`src/rtl/arb_pkg.sv`:
```
// ----------------------------------------------------------------------------
// arb_pkg
//   Shared constants and types for the 8-way round-robin / fixed-priority
//   arbiter (rr_arbiter) and its winner picker (rr_pick).
//
//   Contents:
//     N               number of requesters (8)
//     IDX_W           width of a requester index (3)
//     CNT_W           width of the grant-cycle counter (8)
//     DEFAULT_TIMEOUT default forced-release limit, in grant cycles
//     arb_state_t     FSM state encoding (IDLE, GRANT)
//     idx_to_onehot   index -> one-hot grant vector helper
// ----------------------------------------------------------------------------
package arb_pkg;

  localparam int N               = 8;
  localparam int IDX_W           = 3;
  localparam int CNT_W           = 8;
  localparam int DEFAULT_TIMEOUT = 15;

  typedef enum logic {
    IDLE  = 1'b0,
    GRANT = 1'b1
  } arb_state_t;

  // Expand a requester index into the one-hot grant vector.
  function automatic logic [N-1:0] idx_to_onehot(input logic [IDX_W-1:0] idx);
    logic [N-1:0] v;
    v      = '0;
    v[idx] = 1'b1;
    return v;
  endfunction

endpackage

```
`src/rtl/rr_pick.sv`:
```
// ----------------------------------------------------------------------------
// rr_pick
//   Purely combinational winner selection for the arbiter.
//
//   The search visits indices start, start-1, ..., wrapping from 0 to N-1,
//   and returns the first index whose request bit is set. In fixed-priority
//   mode the start index is forced to N-1, which turns the same descending
//   search into "highest set bit wins".
//
//   Ports:
//     req     [N-1:0]     request vector
//     start   [IDX_W-1:0] first index examined in round-robin mode
//     mode                0 = fixed priority (bit N-1 highest), 1 = round-robin
//     winner  [IDX_W-1:0] selected index (0 when any = 0)
//     any                 at least one request bit is set
// ----------------------------------------------------------------------------
module rr_pick
  import arb_pkg::*;
(
  input  logic [N-1:0]     req,
  input  logic [IDX_W-1:0] start,
  input  logic             mode,
  output logic [IDX_W-1:0] winner,
  output logic             any
);

  logic [IDX_W-1:0] start_eff;
  logic [IDX_W-1:0] idx;
  logic             found;

  always_comb begin
    any       = |req;
    winner    = '0;
    found     = 1'b0;
    idx       = '0;
    start_eff = mode ? start : IDX_W'(N - 1);

    // The subtraction is done at IDX_W bits, so it wraps 0 -> N-1 for free.
    for (int k = 0; k < N; k++) begin
      idx = start_eff - IDX_W'(k);
      if (!found && req[idx]) begin
        winner = idx;
        found  = 1'b1;
      end
    end
  end

endmodule

```
`src/rtl/rr_arbiter.sv`:
```
// ----------------------------------------------------------------------------
// rr_arbiter
//   8-requester arbiter with selectable fixed-priority or round-robin
//   selection, owner-driven release and a forced release after TIMEOUT grant
//   cycles.
//
//   Handshake: req[i] is a level-held request (valid) that stays high for as
//   long as requester i wants the resource. gnt[i] is the registered
//   acknowledge; once granted, requester i owns the resource until it pulses
//   done, drops req[i], or holds it for TIMEOUT cycles. Every release is
//   followed by at least one IDLE cycle before the next grant.
//
//   Parameters:
//     TIMEOUT      grant cycles before a forced release (legal 1..255)
//
//   Ports:
//     clk          rising-edge clock
//     rst          asynchronous, active-high reset
//     req   [7:0]  request vector, bit i = requester i
//     done         owner finished (looked at only in GRANT)
//     mode         0 = fixed priority, 1 = round-robin (looked at only in IDLE)
//     gnt   [7:0]  registered one-hot grant, zero when nobody owns
//     gnt_id[2:0]  index of the owner, meaningful only while gnt_valid = 1
//     gnt_valid    a grant is held (OR of gnt)
//     timeout_err  one-cycle pulse when a grant is released by the counter alone
//     dbg_state    current FSM state, for observation only
// ----------------------------------------------------------------------------
module rr_arbiter
  import arb_pkg::*;
#(
  parameter int TIMEOUT = DEFAULT_TIMEOUT
) (
  input  logic             clk,
  input  logic             rst,
  input  logic [N-1:0]     req,
  input  logic             done,
  input  logic             mode,
  output logic [N-1:0]     gnt,
  output logic [IDX_W-1:0] gnt_id,
  output logic             gnt_valid,
  output logic             timeout_err,
  output arb_state_t       dbg_state
);

  // Limit held one bit wider than the counter so the "count + 1" compare
  // below cannot overflow even when the counter is saturated.
  localparam logic [CNT_W:0] TO_LIM = TIMEOUT[CNT_W:0];

  arb_state_t       state_q;
  logic [IDX_W-1:0] last_q;
  logic [CNT_W-1:0] cnt_q;

  logic [IDX_W-1:0] start_idx;
  logic [IDX_W-1:0] pick_idx;
  logic             pick_any;

  logic             normal_rel;
  logic             to_hit;
  logic [CNT_W-1:0] cnt_inc;

  // --------------------------------------------------------------------------
  // Winner selection. The search begins just below the previous owner so the
  // previous owner ends up with the lowest round-robin priority.
  // --------------------------------------------------------------------------
  assign start_idx = last_q - IDX_W'(1);

  rr_pick u_pick (
    .req    (req),
    .start  (start_idx),
    .mode   (mode),
    .winner (pick_idx),
    .any    (pick_any)
  );

  // --------------------------------------------------------------------------
  // Release conditions while in GRANT.
  //   cnt_q counts completed GRANT cycles before the current one, so the
  //   current cycle is grant cycle number cnt_q + 1. Hitting TIMEOUT on that
  //   number gives exactly TIMEOUT cycles of visible grant.
  //   An owner-driven release (done or dropped request) takes precedence, so
  //   a coincident timeout is reported as a normal release.
  // --------------------------------------------------------------------------
  assign normal_rel = done | ~req[gnt_id];
  assign to_hit     = ({1'b0, cnt_q} + {{CNT_W{1'b0}}, 1'b1}) >= TO_LIM;
  assign cnt_inc    = (cnt_q == {CNT_W{1'b1}}) ? cnt_q : cnt_q + CNT_W'(1);

  // --------------------------------------------------------------------------
  // FSM with registered outputs.
  // --------------------------------------------------------------------------
  always_ff @(posedge clk or posedge rst) begin
    if (rst) begin
      state_q     <= IDLE;
      gnt         <= '0;
      gnt_id      <= '0;
      gnt_valid   <= 1'b0;
      timeout_err <= 1'b0;
      cnt_q       <= '0;
      last_q      <= '0;
    end else begin
      timeout_err <= 1'b0;
      case (state_q)
        IDLE: begin
          if (pick_any) begin
            gnt       <= idx_to_onehot(pick_idx);
            gnt_id    <= pick_idx;
            gnt_valid <= 1'b1;
            last_q    <= pick_idx;
            cnt_q     <= '0;
            state_q   <= GRANT;
          end
        end

        GRANT: begin
          cnt_q <= cnt_inc;
          if (normal_rel || to_hit) begin
            gnt         <= '0;
            gnt_valid   <= 1'b0;
            timeout_err <= ~normal_rel;
            state_q     <= IDLE;
          end
        end

        default: begin
          state_q   <= IDLE;
          gnt       <= '0;
          gnt_valid <= 1'b0;
        end
      endcase
    end
  end

  assign dbg_state = state_q;

endmodule

```
`config.mk`:
```
export PLATFORM = sky130hd
export DESIGN_NAME = rr_arbiter
export DESIGN_NICKNAME = d
export VERILOG_FILES = /design/src/rtl/arb_pkg.sv /design/src/rtl/rr_pick.sv /design/src/rtl/rr_arbiter.sv
export SDC_FILE = /design/constraint.sdc
export NUM_CORES = 1
export LEC_CHECK = 0
export BUFFER_PORTS_ARGS = -buffer_cell sky130_fd_sc_hd__clkbuf_2
export CORE_ASPECT_RATIO = 0.5
export CORE_MARGIN = 2
export CORE_UTILIZATION = 59
export DETAILED_ROUTE_END_ITERATION = 8
export PLACE_DENSITY = 0.8
export SYNTH_ARGS = -nofsm -noshare
export SYNTH_HDL_FRONTEND = slang
export SYNTH_HIERARCHICAL = 1
export SYNTH_SLANG_ARGS = --single-unit
```
`constraint.sdc`:
```
create_clock -name clk -period 4.5 [get_ports clk]
set_input_delay 0.225 -clock clk [delete_from_list [all_inputs] [get_ports clk]]
set_output_delay 0.225 -clock clk [all_outputs]
set_load 0.02 [all_outputs]
```
==> flow_summary.rst <==
.. list-table::
   :header-rows: 1

   * - Metric
     - Value
   * - Fill cell count
     - around 300
   * - Required time of the critical path
     - approximately 4.7 ns
   * - Wire length of the first global-routing pass
     - 9.46 mm
   * - Critical Path Fanout Max
     - 10
   * - Leakage dissipation
     - about 1.0 nW
   * - Worst voltage drop across the vdd grid
     - 0.358 mV
   * - Post-route fraction of the period consumed by the critical path
     - 89.3%
   * - RSZ-0062 raised after global routing
     - false
   * - Crit path DAT
     - approximately 4.2 ns
   * - Deepest clock path buffer count
     - 2
   * - Clock root buffer master
     - clkbuf_8
   * - Flip-flop cell with the highest count after synthesis
     - dfrtp_1
   * - Number of buffers created by CTS
     - 3
   * - Quantity of I/O buffers inserted on ports
     - 25
   * - Clock tree from TritonCTS
     - yes
   * - Horizontal die dimension
     - about 91 um
   * - Post-synthesis register bit count
     - 22
   * - GPL Wtd Cong
     - just over 0.9
   * - Number of I/O pins
     - 26
   * - Post-synthesis instance total
     - 261
   * - Critical Setup Path Class
     - reg -> reg
   * - Core occupancy in the finished layout
     - between 60% and 70%
   * - Global router's overall resource usage
     - between 20% and 30%
   * - Largest cells by area after synthesis
     - dfrtp_1, nor2b_1, o21ai_0
   * - Total grt overflow
     - 0
   * - Core Rows
     - 15
   * - Number of max-capacitance violations reported
     - 0
   * - Initial Util
     - 63.6%
   * - Inserted Diodes
     - 0
   * - Remaining number of nets flagged by the antenna check after routing
     - 0
   * - Total number of vias
     - 2171
   * - Post-synth cell types
     - 68
   * - Tightest hold margin
     - a little over 0.09 ns
   * - Most frequent cells in the layout
     - clkbuf_2, dfrtp_1, o21ai_0, nand2_1, nor2b_1
   * - Number of synthesized flops with an enable pin
     - 0
   * - Vias in the first global route
     - between 1500 and 2000
   * - Iteration-0 DRC Markers
     - 122
   * - Clock-pin slew of the registers on the worst-case setup and hold paths
     - 0.08 ns
   * - Antenna violations before repair
     - 0
   * - Max Clk Rate
     - 249 MHz
   * - Fraction of layout instances using a drive strength above 1
     - 19.6%
   * - Worst Skew
     - 0.00572 ns
   * - Die boundary height
     - around 48 um
   * - Average via count per standard cell
     - 6.56
   * - Routed wire length per instance
     - between 15 and 20 um
   * - Core Region
     - roughly 0.0035 mm2
   * - Yosys synthesis warning count
     - 6
   * - GR met1 Demand/Resource
     - 35.7%
   * - Top Usage Layer GRT
     - met2
   * - Later-pin clock latency in the skew report
     - 0.26 ns
   * - Synthesized area per cell
     - 8.64 um2
   * - Most frequent standard cell in the layout excluding fill and tap cells
     - clkbuf_2
   * - CTS sink cnt
     - 22
   * - Final min period
     - 4.02 ns
   * - H-tree level count
     - 1
   * - Finished Cell Area
     - 0.00244 mm2
   * - Synthesized area
     - 0.00225 mm2
   * - Final-layout setup total negative slack
     - 0 ns
   * - Routed wire length
     - 5.87 mm
   * - Setup-failing EPs final
     - 0
   * - Synthesized Nets
     - 277
   * - Final Max Slew Viols
     - 0
   * - Setup crit end kind
     - flip-flop
   * - Power density over cell area
     - 816 mW/mm2
   * - Fraction of synthesis flops using an asynchronous set or reset pin
     - 100%
   * - Rel. slew slack
     - around 26%
   * - Critical path launch point type
     - flip-flop
   * - Worst hold-check path type
     - in -> async
   * - Layout Nets
     - ~300
   * - Fraction of synthesized cell area taken by the top area cell type
     - 24.4%
   * - Maximum number of pins on one net before global-route repair
     - 23
   * - Placed wire-length estimate
     - 4.21 mm
   * - Number of iterations in the first detailed-routing pass
     - 5
   * - Slew at the pin closest to its max-slew limit
     - 1.10 ns
   * - Area of the die
     - 0.00436 mm2
   * - Placed standard-cell area
     - 0.00238 mm2
   * - Library cell occupying the most area in the post-synthesis netlist
     - dfrtp_1
   * - Met2 GRT Util
     - 52.4%
   * - P&R area growth vs syn
     - 8.10%
   * - Final Hold Fails
     - 0
   * - GRT met3 Usage
     - 2.99%
   * - DRC violation count after routing
     - 0
   * - Part of the Yosys area used for sequential elements
     - between 20% and 30%
   * - Outcome
     - completed
==> final timing paths <==
kind | from | end | slack [ns] | depth (start not counted)
max reg2reg | last_q[1] | gnt[2] | 0.48 | 17
min | rst | cnt_q[1] | 0.09 | 2
max | last_q[1] | gnt[2] | 0.48 | 17
max in group asynchronous | rst | cnt_q[5] | 3.89 | 2
min in group clk | done | timeout_err | 0.31 | 3
min reg2reg | gnt_valid | gnt_valid | 0.51 | 1
==> cells in the mapped netlist, drive strengths merged, types with 3 or more instances <==
cell type and n:
ha 4, a211o 3, clkbuf 3, inv 15
o2bb2ai 8, nor4 4, a21oi 9, nor2 12
buf 10, o211ai 4, and3 6, a211oi 5
o21ai 22, nand3 10, nor2b 19, nand2b 5
mux4 5, xor2 4, o22ai 4, mux2i 8
nor3 5, nand2 18, dfrtp 22, a41oi 3
or3 3, a31oi 9
==> through the flow <==
step | total power, W | std cells | worst slack [ns]
final | 0.00199 | 331 | 0.480
after global routing | 0.00215 | 331 | 0.208
after CTS | 0.00197 | 331 | 0.360
after detailed placement | 0.00181 | 327 | 0.394
after global placement | 0.00180 | 327 | 0.477
after floorplan | 0.00150 | 261 | 0.642
==> logic make-up (layout without fill, tap and decap cells) <==
kind of cell | count (synthesis) | count (layout) | synth area share (%)
flip-flops | 22 | 22 | 24.4
AND/OR/NAND/NOR | 95 | 95 | 25.2
XOR/XNOR | 6 | 6 | 2.33
buffers and inverters | 28 | 47 | 6.55
AO/OA/AOI/OAI | 93 | 93 | 30.6
multiplexers | 13 | 13 | 8.71
adder cells (fa/ha/maj) | 4 | 4 | 2.22
==> per-layer routing <==
layer / vias to the layer above / part of all wire (%)
met2: 74 / 48
li1: 1041 / -
met4: 0 / 1.0
met5: - / 0
met1: 1048 / 45
met3: 8 / 5.7
==> power breakdown <==
group          leakage, nW  internal (W)  switching (W)  total (W)
Sequential           0.289      0.000259      0.0000904   0.000350
Clock               0.0288     0.0000780      0.0000629   0.000141
Combinational        0.697      0.000585       0.000913    0.00150
==> critical path: stages, from the launching register on <==
cell       delay [ns]
dfrtp_1          0.45
inv_1            0.10
ha_1             0.28
inv_1            0.13
nor2b_2          0.38
inv_4            0.11
ha_1             0.36
mux4_2           0.34
nand2_1          0.07
o21ai_1          0.13
or3_4            0.43
a2bb2oi_1        0.14
a211oi_1         0.36
buf_4            0.20
inv_1            0.06
nor2_1           0.14
a31oi_1          0.11
o2bb2ai_1        0.16
==> registers in the layout, summed over array words and instances, names as in the netlist <==
signal       flops
gnt              8
gnt_valid        1
last_q           3
cnt_q            8
timeout_err      1
dbg_state        1
==> timing repair <==
item,4_1_cts,5_1_grt
hold buffers,0,0
setup buffers,0,0
endpoints found under the setup margin,0,1
gates resized for setup,0,1
endpoints found under the hold margin,0,0
==> area by class of cell <==
type                    instances  area [um2]  area share (%)
clock buffers                   4        55.1            2.26
well taps                      51        63.8            2.62
multi-input cells             211        1560            64.0
repair buffers                 28         148            6.06
inverters                      15        61.3            2.52
flip-flops and latches         22         551            22.6
No activity file was read; power rests on OpenSTA's default activity.
